[config.mk]
export PLATFORM = sky130hd
export DESIGN_NAME = race_controller
export DESIGN_NICKNAME = d
export VERILOG_FILES = /design/src/rtl/race_pkg.sv /design/src/rtl/race_checkpoint_lut.sv /design/src/rtl/race_controller.sv
export SDC_FILE = /design/constraint.sdc
export NUM_CORES = 1
export LEC_CHECK = 0
export BUFFER_PORTS_ARGS = -buffer_cell sky130_fd_sc_hd__buf_2
export CORE_MARGIN = 2
export CORE_UTILIZATION = 35
export DETAILED_ROUTE_END_ITERATION = 10
export GPL_TIMING_DRIVEN = 1
export SLEW_MARGIN = 15
export SYNTH_ARGS = -nofsm -noshare
export SYNTH_HDL_FRONTEND = slang
export SYNTH_SLANG_ARGS = --single-unit
[constraint.sdc]
create_clock -name clk -period 3.4 [get_ports clk]
set_input_delay 0 -clock clk [delete_from_list [all_inputs] [get_ports clk]]
set_output_delay 0 -clock clk [all_outputs]
set_load 0.02 [all_outputs]
[src/rtl/race_pkg.sv]
// Shared definitions for the race sequencer and the physics engines.
//   state_t   : game state codes driven on the state bus
//   WIN_*     : winner codes
//   CPn_*     : checkpoint bounding boxes, min inclusive / max exclusive
package race_pkg;

  typedef enum logic [2:0] {
    ST_IDLE   = 3'd0,
    ST_CNT3   = 3'd1,
    ST_CNT2   = 3'd2,
    ST_CNT1   = 3'd3,
    ST_RACE   = 3'd4,
    ST_FINISH = 3'd5
  } state_t;

  localparam logic [1:0] WIN_NONE = 2'd0;
  localparam logic [1:0] WIN_P1   = 2'd1;
  localparam logic [1:0] WIN_P2   = 2'd2;
  localparam logic [1:0] WIN_TIE  = 2'd3;

  // CP0: finish line
  localparam logic [9:0] CP0_X_MIN = 10'd0;
  localparam logic [9:0] CP0_X_MAX = 10'd40;
  localparam logic [9:0] CP0_Y_MIN = 10'd100;
  localparam logic [9:0] CP0_Y_MAX = 10'd140;
  // CP1: top
  localparam logic [9:0] CP1_X_MIN = 10'd140;
  localparam logic [9:0] CP1_X_MAX = 10'd180;
  localparam logic [9:0] CP1_Y_MIN = 10'd10;
  localparam logic [9:0] CP1_Y_MAX = 10'd60;
  // CP2: right
  localparam logic [9:0] CP2_X_MIN = 10'd280;
  localparam logic [9:0] CP2_X_MAX = 10'd320;
  localparam logic [9:0] CP2_Y_MIN = 10'd100;
  localparam logic [9:0] CP2_Y_MAX = 10'd140;
  // CP3: bottom
  localparam logic [9:0] CP3_X_MIN = 10'd140;
  localparam logic [9:0] CP3_X_MAX = 10'd180;
  localparam logic [9:0] CP3_Y_MIN = 10'd180;
  localparam logic [9:0] CP3_Y_MAX = 10'd230;

endpackage

[src/rtl/race_checkpoint_lut.sv]
// Combinational checkpoint hit test for one car.
//   cp  : index of the checkpoint the car must reach next
//   x,y : car position in pixels
//   hit : car lies inside that checkpoint's box
module checkpoint_lut
  import race_pkg::*;
(
  input  logic [1:0] cp,
  input  logic [9:0] x,
  input  logic [9:0] y,
  output logic       hit
);

  logic [9:0] x_min, x_max, y_min, y_max;

  always_comb begin
    x_min = CP0_X_MIN;
    x_max = CP0_X_MAX;
    y_min = CP0_Y_MIN;
    y_max = CP0_Y_MAX;
    case (cp)
      2'd1: begin
        x_min = CP1_X_MIN;
        x_max = CP1_X_MAX;
        y_min = CP1_Y_MIN;
        y_max = CP1_Y_MAX;
      end
      2'd2: begin
        x_min = CP2_X_MIN;
        x_max = CP2_X_MAX;
        y_min = CP2_Y_MIN;
        y_max = CP2_Y_MAX;
      end
      2'd3: begin
        x_min = CP3_X_MIN;
        x_max = CP3_X_MAX;
        y_min = CP3_Y_MIN;
        y_max = CP3_Y_MAX;
      end
      default: ;
    endcase
    hit = (x >= x_min) && (x < x_max) && (y >= y_min) && (y < y_max);
  end

endmodule

[src/rtl/race_controller.sv]
// Race sequencer for the two-car game: title, 3-2-1 countdown, race with
// checkpoint-ordered lap counting, and finish with winner latch.
//   clk, rst        : system clock, synchronous active-high reset
//   start_btn       : debounced start button level
//   p1_x/y, p2_x/y  : car positions from the physics engines
//   state           : game state bus (physics integrates only in RACE)
//   car_rst         : one-cycle pulse returning cars to the grid
//   countdown       : digit shown during countdown, 0 otherwise
//   p1/p2_lap, _cp  : completed laps and next expected checkpoint
//   winner          : 0 none, 1 car1, 2 car2, 3 tie
//   race_ticks      : race duration in game ticks, saturating
//
// state  | meaning
// IDLE   | title screen, wait for start press
// CNT3   | countdown showing 3
// CNT2   | countdown showing 2
// CNT1   | countdown showing 1
// RACE   | cars move, checkpoints and laps counted each tick
// FINISH | results frozen, start press returns to IDLE
module race_controller
  import race_pkg::*;
#(
  parameter int         CLK_FREQ    = 100_000_000,
  parameter logic [3:0] LAPS        = 4'd3,
  parameter logic [6:0] COUNT_TICKS = 7'd60
) (
  input  logic        clk,
  input  logic        rst,
  input  logic        start_btn,
  input  logic [9:0]  p1_x,
  input  logic [9:0]  p1_y,
  input  logic [9:0]  p2_x,
  input  logic [9:0]  p2_y,
  output logic [2:0]  state,
  output logic        car_rst,
  output logic [1:0]  countdown,
  output logic [3:0]  p1_lap,
  output logic [3:0]  p2_lap,
  output logic [1:0]  p1_cp,
  output logic [1:0]  p2_cp,
  output logic [1:0]  winner,
  output logic [15:0] race_ticks
);

  localparam int TICK_LIMIT = CLK_FREQ / 60;
  localparam int TICK_W     = (TICK_LIMIT > 0) ? $clog2(TICK_LIMIT + 1) : 1;
  localparam logic [TICK_W-1:0] TICK_MAX = TICK_W'(TICK_LIMIT);
  localparam logic [TICK_W-1:0] TICK_ONE = TICK_W'(1);

  logic [TICK_W-1:0] tick_cnt;
  logic              tick;
  logic              start_btn_q;
  logic              start_rise;

  state_t      state_q, state_d;
  logic        car_rst_q, car_rst_d;
  logic [1:0]  countdown_q, countdown_d;
  logic [3:0]  p1_lap_q, p1_lap_d, p2_lap_q, p2_lap_d;
  logic [1:0]  p1_cp_q, p1_cp_d, p2_cp_q, p2_cp_d;
  logic [1:0]  winner_q, winner_d;
  logic [15:0] race_ticks_q, race_ticks_d;
  logic [6:0]  step_cnt_q, step_cnt_d;
  logic        p1_hit, p2_hit;
  logic        p1_done, p2_done;

  assign tick       = (tick_cnt == TICK_MAX);
  assign start_rise = start_btn & ~start_btn_q;

  always_ff @(posedge clk) begin
    if (rst) begin
      tick_cnt    <= '0;
      start_btn_q <= 1'b0;
    end else begin
      tick_cnt    <= tick ? '0 : tick_cnt + TICK_ONE;
      start_btn_q <= start_btn;
    end
  end

  checkpoint_lut u_cp_p1 (.cp(p1_cp_q), .x(p1_x), .y(p1_y), .hit(p1_hit));
  checkpoint_lut u_cp_p2 (.cp(p2_cp_q), .x(p2_x), .y(p2_y), .hit(p2_hit));

  // A lap completes only by hitting the finish box while it is the expected one.
  assign p1_done = p1_hit && (p1_cp_q == 2'd0) && ((p1_lap_q + 4'd1) == LAPS);
  assign p2_done = p2_hit && (p2_cp_q == 2'd0) && ((p2_lap_q + 4'd1) == LAPS);

  always_ff @(posedge clk) begin
    if (rst) begin
      state_q      <= ST_IDLE;
      car_rst_q    <= 1'b0;
      countdown_q  <= 2'd0;
      p1_lap_q     <= 4'd0;
      p2_lap_q     <= 4'd0;
      p1_cp_q      <= 2'd1;
      p2_cp_q      <= 2'd1;
      winner_q     <= WIN_NONE;
      race_ticks_q <= 16'd0;
      step_cnt_q   <= 7'd0;
    end else begin
      state_q      <= state_d;
      car_rst_q    <= car_rst_d;
      countdown_q  <= countdown_d;
      p1_lap_q     <= p1_lap_d;
      p2_lap_q     <= p2_lap_d;
      p1_cp_q      <= p1_cp_d;
      p2_cp_q      <= p2_cp_d;
      winner_q     <= winner_d;
      race_ticks_q <= race_ticks_d;
      step_cnt_q   <= step_cnt_d;
    end
  end

  always_comb begin
    state_d      = state_q;
    car_rst_d    = 1'b0;
    p1_lap_d     = p1_lap_q;
    p2_lap_d     = p2_lap_q;
    p1_cp_d      = p1_cp_q;
    p2_cp_d      = p2_cp_q;
    winner_d     = winner_q;
    race_ticks_d = race_ticks_q;
    step_cnt_d   = step_cnt_q;

    case (state_q)
      ST_IDLE: begin
        if (start_rise) begin
          state_d      = ST_CNT3;
          car_rst_d    = 1'b1;
          p1_lap_d     = 4'd0;
          p2_lap_d     = 4'd0;
          p1_cp_d      = 2'd1;
          p2_cp_d      = 2'd1;
          winner_d     = WIN_NONE;
          race_ticks_d = 16'd0;
          step_cnt_d   = 7'd0;
        end
      end
      ST_CNT3, ST_CNT2, ST_CNT1: begin
        if (tick) begin
          if (step_cnt_q == COUNT_TICKS - 7'd1) begin
            step_cnt_d = 7'd0;
            case (state_q)
              ST_CNT3: state_d = ST_CNT2;
              ST_CNT2: state_d = ST_CNT1;
              default: state_d = ST_RACE;
            endcase
          end else begin
            step_cnt_d = step_cnt_q + 7'd1;
          end
        end
      end
      ST_RACE: begin
        if (tick) begin
          if (race_ticks_q != 16'hFFFF) race_ticks_d = race_ticks_q + 16'd1;
          if (p1_hit) begin
            if (p1_cp_q == 2'd0) begin
              p1_lap_d = p1_lap_q + 4'd1;
              p1_cp_d  = 2'd1;
            end else begin
              p1_cp_d  = p1_cp_q + 2'd1;
            end
          end
          if (p2_hit) begin
            if (p2_cp_q == 2'd0) begin
              p2_lap_d = p2_lap_q + 4'd1;
              p2_cp_d  = 2'd1;
            end else begin
              p2_cp_d  = p2_cp_q + 2'd1;
            end
          end
          if (p1_done || p2_done) begin
            state_d  = ST_FINISH;
            winner_d = {p2_done, p1_done};
          end
        end
      end
      ST_FINISH: begin
        if (start_rise) state_d = ST_IDLE;
      end
      default: state_d = ST_IDLE;
    endcase

    case (state_d)
      ST_CNT3: countdown_d = 2'd3;
      ST_CNT2: countdown_d = 2'd2;
      ST_CNT1: countdown_d = 2'd1;
      default: countdown_d = 2'd0;
    endcase
  end

  assign state      = state_q;
  assign car_rst    = car_rst_q;
  assign countdown  = countdown_q;
  assign p1_lap     = p1_lap_q;
  assign p2_lap     = p2_lap_q;
  assign p1_cp      = p1_cp_q;
  assign p2_cp      = p2_cp_q;
  assign winner     = winner_q;
  assign race_ticks = race_ticks_q;

endmodule

==> metrics.md <==
| Metric | Value |
|---|---|
| Status | `complete, no violations` |
| Worst skew pair latency | `0.34 ns` |
| Grt total ovfl | `0` |
| Slew margin rel. | `45.7%` |
| Worst setup path start | `p2_cp[0]$_SDFFE_PP1P_` |
| Largest net degree at the start of global routing | `24` |
| Synth Instances | `536` |
| Post-DR wirelength/cell | `14.3 µm` |
| Critical R2R Capture | `p2_lap[2]$_SDFFE_PP0P_` |
| Layout cell share with drive strength beyond 1 | `19.6%` |
| TNS Setup | `0 ns` |
| Number of global-route vias before repair | `4070` |
| DRC viols | `0` |
| Vias per Instance | `5.35` |
| Critical Path Start Type | `flop` |
| DIE AREA | `14000 µm²` |
| # diodes | `0` |
| Initial antenna violation count | `0` |
| Slew Viols, Final | `0` |
| Maximum clock path buffer count | `2` |
| Total number of yosys warnings | `0` |
| Core area | `12700 µm²` |
| Maximum vdd drop | `191 µV` |
| TritonCTS sink count | `65` |
| Total number of vias | `4255` |
| Number of synthesized flops with an enable pin | `0` |
| Seq/Total Area, Yosys | `28.5%` |
| GP Congestion | `0.814` |
| Synth Area per Inst | `8.53 µm²` |
| Post-route ant nets | `0` |
| Pwr Density | `353 nW/µm²` |
| Final hold violations | `0` |
| Leakage | `0.00233 µW` |
| FF-to-FF setup slack | `0.36 ns` |
| Post-synth cell types | `76` |
| Setup ws final | `0.357 ns` |
| Htree depth | `3` |
| Num CTS Buffers | `9` |
| DRT iter0 DRCs | `232` |
| Initial core utilization | `36.1%` |
| Max Cap Viol | `0` |
| Num rows | `41` |
| Part of the cycle the worst path needs | `89.5%` |
| WP data required | `3.65 ns` |
| Die Wd | `118 µm` |
| Buffers on Ports | `78` |
| Root Driver | `clkbuf_16` |
| Multi-input gate area | `3100 µm²` |
| Worst Path Arrival | `3.29 ns` |
| First-pass GRT wire length | `19100 µm` |
| Clock transition at the registers of the reported paths | `0.06 ns` |
| Min cycle time layout | `3.04 ns` |
| Yosys reg bits | `65` |
| Number of setup violations in the final report | `0` |
| Power consumption | `1940 µW` |
| Setup bufs post-CTS | `0` |
| Fillers | `1282` |
| P&R area growth vs syn | `20.1%` |
| 1st-pass router iterations | `4` |
| Crit path max fanout | `7` |
| CTS tree | `yes` |
| Chip Height | `118 µm` |
| Reg2Reg Depth | `11` |
| Cell area after layout | `5490 µm²` |
| GRT Overall Usage | `16.5%` |
| Crit path kind | `flop to flop` |
| Max Clock Freq | `329 MHz` |
| Critical path capture point | `p2_lap[2]$_SDFFE_PP0P_` |
| Dpl ws | `0.245 ns` |
| Setup crit end kind | `flop` |
| Worst Tran Pin Value | `0.811 ns` |
| WL final | `11400 µm` |
| Largest area contributor in the netlist | `dfxtp_1` |
| Mapped cell area | `4570 µm²` |
| RSZ-0062 raised after global routing | `false` |
| Share of flip-flops with an asynchronous set or reset | `0%` |
| Dpl cell area | `5160 µm²` |
| Layout Skew | `0.00524 ns` |
| Worst R2R Start | `p2_cp[0]$_SDFFE_PP1P_` |
| Syn_nets | `638` |
| Yosys top cell area share | `28.5%` |
| Most used DFF post-synth | `dfxtp_1` |
| Detailed placer's ending HPWL | `8860 µm` |
| HP Class | `input port to flop` |
| Reg area | `1300 µm²` |
| Hold Path Depth | `2` |
| Main area contributors after synthesis | `dfxtp_1 28%, ha_1 16%, nor2_1 4.5%, nand3_1 3.4%, xor2_1 3.1%` |
| Nets | `720` |
| Ports | `79` |
==> cell type report <==
cell class                 instances  share of cell area, %
clock inverter                     7                   1.73
tap                              172                   3.92
clock buffer                       9                   4.10
sequential                        65                   23.7
inverter                          31                   2.12
multi-input combinational        427                   56.5
timing repair buffer              84                   7.97
==> routing by layer <==
layer / wire, µm / global-route usage (%) / up-vias
li1: - / - / 2163
met1: 5330 / 20.8 / 1983
met2: 5290 / 27.3 / 94
met3: 549 / 3.81 / 15
met4: 185 / 6.25 / 0
met5: 0 / 0 / -
==> power breakdown <==
part	leakage, µW	total (µW)	internal (µW)	switching (µW)
clock	0.000155	996	641	355
combinational	0.00165	162	66.7	94.8
sequential	0.000526	780	770	9.58
==> registers in the layout, summed over array words and instances, names as in the netlist <==
register / count
start_btn_q: 1
p1_cp: 2
race_ticks: 16
countdown: 2
state: 3
p2_lap: 4
car_rst: 1
p2_cp: 2
step_cnt_q: 7
tick_cnt: 21
winner: 2
p1_lap: 4
==> stage by stage <==
stage | hold WS, ns | util [%] | cells
after floorplan | 0.128 | - | 536
after global placement | 0.242 | 40.7 | 778
after detailed placement | 0.254 | 40.7 | 778
after CTS | 0.0835 | 43.3 | 795
after global routing | 0.121 | 43.3 | 795
final | 0.0982 | 43.3 | 795
==> cell families (layout without fill, tap and decap cells) <==
logic type	Yosys count	after routing	synth area share [%]
simple gates	229	229	28.9
buf+inv	44	131	3.86
mux	9	9	2.00
xor+xnor	24	24	4.60
flops	65	65	28.5
fa+ha+maj	59	59	16.1
compound gates	106	106	16.1
==> layout by cell type, fill, tap and decap left out, types with 7 or more instances in the layout <==
cell type / instances
nor3_1: 10
and4_1: 8
a21oi_1: 24
ha_1: 59
mux2i_1: 8
nand3_1: 31
dfxtp_1: 65
inv_1: 30
or3_1: 8
nor2b_1: 10
nand4_1: 13
buf_2: 78
nor4_1: 7
nor2_1: 55
nand2_1: 30
xnor2_1: 8
o21ai_0: 19
clkbuf_16: 9
xor2_1: 16
and3_1: 11
==> critical path: stages (launching register included) <==
cell and delay, ns:
dfxtp_1 0.46, inv_1 0.15, ha_1 0.27, inv_1 0.12, o21ai_0 0.10, ha_1 0.28, nor4bb_1 0.30, nand3_1 0.14
a211oi_2 0.24, nand4_1 0.25, or3_1 0.40, a311oi_1 0.25
==> worst min-delay path by stage <==
stage                         start                     end
final                           rst     state[2]$_SDFF_PP0_
after global routing            rst     state[2]$_SDFF_PP0_
after CTS                       rst     state[2]$_SDFF_PP0_
after detailed placement  start_btn  start_btn_q$_SDFF_PP0_
after global placement    start_btn  start_btn_q$_SDFF_PP0_
after floorplan           start_btn  start_btn_q$_SDFF_PP0_
==> synth_stat cells (all sizes together), types with 5 or more instances <==
master  number
xnor2        8
buf          5
o211ai       7
and4         8
o21ai       23
nor3        11
mux2i        8
xor2        16
dfxtp       65
clkbuf       8
nor2        57
inv         30
nor2b       10
and2         6
and3        11
nor4         8
or4          6
nand3       31
nand4       14
nand3b       6
o31ai        6
ha          59
or3          9
nand2       31
a21oi       24
==> repair_timing <==
action,in CTS,in global routing
hold buffers,1,0
gates resized for setup,0,1
endpoints found under the hold margin,1,0
endpoints found under the setup margin,0,1
No activity file was read; power rests on OpenSTA's default activity.
